**config.mk**
```make
export PLATFORM = sky130hd
export DESIGN_NAME = sin_phase_gen
export DESIGN_NICKNAME = d
export VERILOG_FILES = /design/src/rtl/sin_phase_gen.sv
export SDC_FILE = /design/constraint.sdc
export NUM_CORES = 1
export LEC_CHECK = 0
export CORE_UTILIZATION = 55
export DETAILED_ROUTE_END_ITERATION = 8
export PLACE_DENSITY = 0.86
export REMOVE_ABC_BUFFERS = 1
export SLEW_MARGIN = 20
export SYNTH_ARGS = -nofsm -noshare
export SYNTH_HDL_FRONTEND = slang
export SYNTH_SLANG_ARGS = --single-unit
```
**constraint.sdc**
```tcl
create_clock -name clk -period 6.31 [get_ports clk]
set_input_delay 0.631 -clock clk [delete_from_list [all_inputs] [get_ports clk]]
set_output_delay 0.631 -clock clk [all_outputs]
set_load 0.005 [all_outputs]
```
**src/rtl/sin_phase_gen.sv**
```systemverilog
// NCO phase front end for the quadratic-interpolation sine generator.
// 47-bit phase accumulator with phase offset, fixed FTW mode and linear FTW sweep.
module sin_phase_gen #(
  parameter int PHASE_BITS = 47,
  parameter int DWELL_BITS = 16
) (
  input  logic                  clk,
  input  logic                  resetn,
  input  logic                  run_i,
  input  logic [PHASE_BITS-1:0] ftw_i,
  input  logic [PHASE_BITS-1:0] ofs_i,
  input  logic                  ftw_ld_i,
  input  logic                  sweep_start_i,
  input  logic [PHASE_BITS-1:0] sweep_stop_ftw_i,
  input  logic [PHASE_BITS-1:0] sweep_step_i,
  input  logic [DWELL_BITS-1:0] dwell_i,
  input  logic                  phase_clr_i,
  output logic                  valid_o,
  output logic [PHASE_BITS-1:0] phase_o,
  output logic                  sweep_busy_o,
  output logic                  sweep_done_o
);

  typedef enum logic {
    ST_FIXED = 1'b0,
    ST_SWEEP = 1'b1
  } state_t;

  state_t                r_state;
  state_t                w_state_nxt;
  logic [PHASE_BITS-1:0] r_acc;
  logic [PHASE_BITS-1:0] r_ftw_cur;
  logic [PHASE_BITS-1:0] r_ofs;
  logic [PHASE_BITS-1:0] r_stop;
  logic [PHASE_BITS-1:0] r_step;
  logic [PHASE_BITS-1:0] r_phase;
  logic [PHASE_BITS-1:0] w_ftw_nxt;
  logic [DWELL_BITS-1:0] r_dwell_m1;
  logic [DWELL_BITS-1:0] r_dwell_cnt;
  logic [DWELL_BITS-1:0] w_cnt_nxt;
  logic [PHASE_BITS:0]   w_step_sum;
  logic                  r_valid;
  logic                  r_done;
  logic                  w_done_nxt;
  logic                  w_emit;
  logic                  w_dwell_end;
  logic                  w_reach_stop;
  logic                  w_start_degen;

  // The stop test is done one bit wider so a sum past 2^47 still counts as reaching stop.
  assign w_emit        = run_i & ~phase_clr_i;
  assign w_step_sum    = {1'b0, r_ftw_cur} + {1'b0, r_step};
  assign w_reach_stop  = (w_step_sum >= {1'b0, r_stop});
  assign w_dwell_end   = (r_dwell_cnt == r_dwell_m1);
  assign w_start_degen = (sweep_step_i == '0) || (sweep_stop_ftw_i <= ftw_i);

  always_comb begin
    w_state_nxt = r_state;
    w_ftw_nxt   = r_ftw_cur;
    w_cnt_nxt   = r_dwell_cnt;
    w_done_nxt  = 1'b0;
    if (ftw_ld_i) begin
      w_ftw_nxt   = ftw_i;
      w_cnt_nxt   = '0;
      w_state_nxt = ST_FIXED;
    end else if (sweep_start_i) begin
      w_ftw_nxt = ftw_i;
      w_cnt_nxt = '0;
      if (w_start_degen) begin
        w_state_nxt = ST_FIXED;
        w_done_nxt  = 1'b1;
      end else begin
        w_state_nxt = ST_SWEEP;
      end
    end else if ((r_state == ST_SWEEP) && w_emit) begin
      if (w_dwell_end) begin
        w_cnt_nxt = '0;
        if (w_reach_stop) begin
          w_ftw_nxt   = r_stop;
          w_state_nxt = ST_FIXED;
          w_done_nxt  = 1'b1;
        end else begin
          w_ftw_nxt = w_step_sum[PHASE_BITS-1:0];
        end
      end else begin
        w_cnt_nxt = r_dwell_cnt + DWELL_BITS'(1);
      end
    end
  end

  always_ff @(posedge clk or negedge resetn) begin
    if (!resetn) begin
      r_state <= ST_FIXED;
    end else begin
      r_state <= w_state_nxt;
    end
  end

  // Dwell is stored minus one so a programmed 0 behaves exactly like 1.
  always_ff @(posedge clk or negedge resetn) begin
    if (!resetn) begin
      r_acc       <= '0;
      r_ftw_cur   <= '0;
      r_ofs       <= '0;
      r_stop      <= '0;
      r_step      <= '0;
      r_dwell_m1  <= '0;
      r_dwell_cnt <= '0;
      r_phase     <= '0;
      r_valid     <= 1'b0;
      r_done      <= 1'b0;
    end else begin
      r_ftw_cur   <= w_ftw_nxt;
      r_dwell_cnt <= w_cnt_nxt;
      r_done      <= w_done_nxt;
      r_valid     <= w_emit;
      if (w_emit) begin
        r_phase <= r_acc + r_ofs;
      end
      if (phase_clr_i) begin
        r_acc <= '0;
      end else if (run_i) begin
        r_acc <= r_acc + r_ftw_cur;
      end
      if (ftw_ld_i) begin
        r_ofs <= ofs_i;
      end else if (sweep_start_i) begin
        r_ofs      <= ofs_i;
        r_stop     <= sweep_stop_ftw_i;
        r_step     <= sweep_step_i;
        r_dwell_m1 <= (dwell_i == '0) ? '0 : (dwell_i - DWELL_BITS'(1));
      end
    end
  end

  assign valid_o      = r_valid;
  assign phase_o      = r_phase;
  assign sweep_busy_o = (r_state == ST_SWEEP);
  assign sweep_done_o = r_done;

endmodule

```
==> results.md <==
Run status:
- The flow ran to the end, and the final reports show no timing, DRC or antenna violations.

Clocking:
- The clock net sink count is 317.
- The clock transition time at the flip-flop clock pins of the worst setup and hold paths is 0.06 ns.
- The H-tree generated during clock tree synthesis spans 2 levels.
- The total of cells resized after clock tree synthesis is 0.
- For this design, the CTS-stage hold fixing added 0 buffers.
- The tree is rooted in a sky130_fd_sc_hd__clkbuf_16.
- At the later pin of the worst-skew pair, clock insertion delay measures 0.56 ns.
- The total CTS buffers is 38.
- The maximum buffer depth of the clock tree is 3.
- Once the clock tree was built, the setup fixing pass inserted 0 buffers.
- TritonCTS built the clock tree.

Power:
- Per report_power, the clock group accounts for 21.5% of the total.
- The share of total power dissipated in sequential elements is 27.8%.
- The cell-internal power is 0.00614 W.
- Combinational cells account for 50.8% of the total power.
- The power dissipated by switching net loads is 0.00414 W.
- The sum of internal, switching and leakage power is a little over 0.01 W.
- The proportion of total power due to net switching is 40.3%.
- The peak ir drop on the vdd network is approximately 0.22 mV.
- Power spread over the standard cell area amounts to 381 mW/mm^2.
- In this run the static leakage power is 13.2 nW.

Yosys:
- The number of flops mapped to enable cells by yosys is 0.
- The synthesized netlist contains 86 unique library cells.
- The post-synthesis sequential area ratio is 34.9%.
- Summed over its instances, the top area cell type makes up a little over a third of the synthesized netlist area.
- Synthesis inferred 317 register bits.
- The leading register cell type out of synthesis is sky130_fd_sc_hd__dfrtp_1.
- The number of instances in the synthesized netlist is 2670.
- After synthesis the cells add up to between 0.02 and 0.025 sq mm.
- The number of synthesis warnings is 0.
- The post-synthesis average cell area is 8.51 sq um.
- In the post-synthesis netlist, the biggest area contributors are sky130_fd_sc_hd__dfrtp_1 (35%), sky130_fd_sc_hd__ha_1 (13%), sky130_fd_sc_hd__nand2_1 (8.5%).
- The share of async-settable or async-resettable flops after synthesis is 100%.
- Summed over all instances, the cell type with the most area after synthesis is sky130_fd_sc_hd__dfrtp_1.

Drt:
- For this run, design rule violations remaining after detail routing come to 0.
- The number of violations reported at the end of detailed-routing iteration 0 is between 1500 and 2000.
- The iteration count of the initial detailed-routing pass is 6.
- In the final routed layout, each cell accounts on average for just over 20 um.
- In the routed layout, each cell is associated on average with a via count of 6.01.
- The total via count after detailed routing is 20700.
- The number of antenna-violating nets in the routed design is 0.
- The final layout contains routed wiring with a total length of 69300 um.

Worst setup path:
- The type of the worst setup path is flop to flop.
- The worst setup path is captured at a flop.
- The worst setup path is launched from a flop.
- For this design, the slowest cell found on the critical path is sky130_fd_sc_hd__nor2_2.
- The maximum net fanout on the critical path is 10.
- The critical path goes through ha_1 -> o211ai_1 -> o21ai_1 -> o211ai_1 -> a211oi_1 -> o21a_1 -> a21boi_0 -> o21bai_1 -> xor2_1 -> ha_1 -> nand4_1 -> or2_2 -> nor3_1 -> a221oi_1 -> o221ai_1 -> o211ai_1 -> nand2_1 -> a211o_1 -> nor2_2 -> a221o_1.
- STA puts the critical path data arrival time at 6.13 ns.
- In this design, the stage delay of the slowest critical-path cell is roughly 0.48 ns.
- The data required time of the worst path is 6.79 ns.
- The cell occurring most often along the worst timing path is sky130_fd_sc_hd__o211ai_1.

Floorplanning:
- The initialized floorplan defines 74 standard-cell rows.
- The floorplan die area is 0.0421 sq mm.
- From left edge to right edge, the die measures 205 um.
- The die span in y is 205 um.
- The core region is 0.0408 sq mm.
- The top-level port count is 260.
- The initial utilization of the core area, before any placement, comes to a little under three fifths.

Finish:
- The layout overhead on the synthesized area is 18.8%.
- The top cell types in the final layout, fill and taps aside, are sky130_fd_sc_hd__nand2_1 (514), sky130_fd_sc_hd__dfrtp_1 (317), sky130_fd_sc_hd__clkdlybuf4s50_1 (257), sky130_fd_sc_hd__ha_1 (235), sky130_fd_sc_hd__o21ai_0 (225).
- Summing all flip-flop and latch instances after layout gives 0.00793 sq mm.
- The total of fill cells in the finished design is around 3300.
- The multi-input combinational cells in the finished layout cover a total of 0.0139 sq mm.
- The library cell used most frequently in the layout, excluding fill and tap cells, is sky130_fd_sc_hd__nand2_1.
- The net count of the finished layout is 3328.
- The post-route netlist has 4.16% of its cells at a drive strength greater than 1.

Timing:
- Between clock sinks in the finished design, the worst skew comes to 0.0198 ns.
- The final count of pins violating max slew is 0.
- Setup repair after global routing left no endpoint under its margin.
- The share of the cycle needed by the critical path after routing is 89.6%.
- The peak clock frequency supported by timing is between 0.15 and 0.2 GHz.
- The clock period minus final worst setup slack is between 5 and 6 ns.
- At the pin with the least slew margin, the transition time is 1.19 ns.
- The setup slack after layout is 0.659 ns.
- The worst slew margin relative to its limit is about a fifth.
- The tightest hold path in the finished design has a slack of 0.0707 ns.
- Setup violations remaining at the end of the flow were counted as 0.
- After routing, the total negative slack on setup checks comes to 0 ns.
- The final hold violation count is 0.

Placed design:
- Timing analysis after detailed placement gives a worst setup slack of roughly 0.8 ns.
- The detailed placement HPWL is between 50000 and 60000 um.
- During placement, the flow inserted port buffers numbering 259.
- At the end of routability-driven placement, the weighted congestion stood at 0.951.

Hold path:
- The path class of the tightest hold or removal check is input pin to asynchronous set/reset pin.

GRT:
- Global routing consumed, over all layers together, 33.1% of the routing resources.
- Global routing finished with a remaining overflow of 0.
- The global-route wire length before repair is 108000 um.
- The initial antenna violation count is 2.
- Entering global routing, the biggest net connects 130 pins.
- The via count of the first global-routing pass was between 20000 and 25000.

Run:
- The count of maximum capacitance violations is 0.
## power groups by stage
| stage | clock (W) | combinational (W) | sequential, W |
|---|---|---|---|
| floorplan | 0 | 0.00367 | 0.00273 |
| global placement | 0 | 0.00500 | 0.00286 |
| detailed placement | 0 | 0.00512 | 0.00287 |
| CTS | 0.00224 | 0.00516 | 0.00284 |
| global route | 0.00230 | 0.00576 | 0.00290 |
| finish | 0.00221 | 0.00522 | 0.00286 |
## cell type report
cell class	count	share of cell area [%]
diodes	1	0.00927
clock buffers	55	4.06
clock inverters	11	0.528
inverters	138	1.92
multi-input cells	2109	51.5
flip-flops and latches	317	29.4
well taps	532	2.46
repair buffers	276	10.2
## sequential cells by signal, indices dropped and copies added, names as in the netlist
| register | flops |
|---|---|
| phase_o | 47 |
| r_acc | 47 |
| r_ftw_cur | 47 |
| r_ofs | 47 |
| r_step | 47 |
| r_stop | 47 |
| r_dwell_cnt | 16 |
| r_dwell_m1 | 16 |
| sweep_busy_o | 1 |
| sweep_done_o | 1 |
| valid_o | 1 |
## metal layers
metal	vias to the layer above	routed length (um)	global-route usage (%)	part of all wire (%)
li1	9882	-	-	-
met3	153	4970	5.26	7.2
met2	751	30800	52.0	44
met1	9896	30700	45.4	44
met4	2	2830	13.8	4.1
met5	-	13	0	0.019
## kinds of logic (layout without fill, tap and decap cells)
family	Yosys count	count (layout)	share of synthesized area, %
simple gates	896	896	17.4
mux	67	67	2.95
compound gates	755	755	21.6
buf+inv	244	480	4.14
flops	317	317	34.9
xor+xnor	153	153	5.90
other cells	0	1	0
fa+ha+maj	238	238	13.2
## synthesized netlist by cell type (all sizes together), types with 13 or more instances
library cell	n
o211ai	13
nand2b	29
ha	235
o21a	13
a22oi	38
nand2	514
inv	137
nor4	22
nand4	46
nor2b	24
and3	21
o21bai	15
nand3	31
a21o	132
dfrtp	317
a31oi	20
mux2i	67
o21ai	240
clkbuf	94
a211oi	21
nor2	141
xor2	74
xnor2	79
nor3	25
a21oi	163
## through the flow
step                      utilization [%]  area [sq um]  instances
after floorplan                         -         22300       2564
after global placement               63.1         25800       3372
after detailed placement             63.1         25800       3372
after CTS                            66.1         27000       3438
after global routing                 66.1         27000       3438
final                                66.1         27000       3439
## worst paths after layout
check                              from            end  slack (ns)  depth (start not counted)
max reg2reg                r_ftw_cur[2]  r_ftw_cur[28]        0.66                         20
min                              resetn    phase_o[45]        0.07                          1
max                        r_ftw_cur[2]  r_ftw_cur[28]        0.66                         20
min in group clk              r_ofs[10]      r_ofs[10]        0.47                          2
max in group asynchronous        resetn       r_ofs[1]        4.70                          2
min reg2reg                   r_ofs[10]      r_ofs[10]        0.47                          2
## worst max-delay path, delay by kind of cell, from the launching register on
kind                     cells  cell delay, ns
AO/OA/AOI/OAI               12            3.28
AND/OR/NAND/NOR              5            0.96
XOR/XNOR                     1            0.24
flip-flops                   1            0.42
adder cells (fa/ha/maj)      2            0.67
Note: power is estimated with default switching activity, not from simulation.
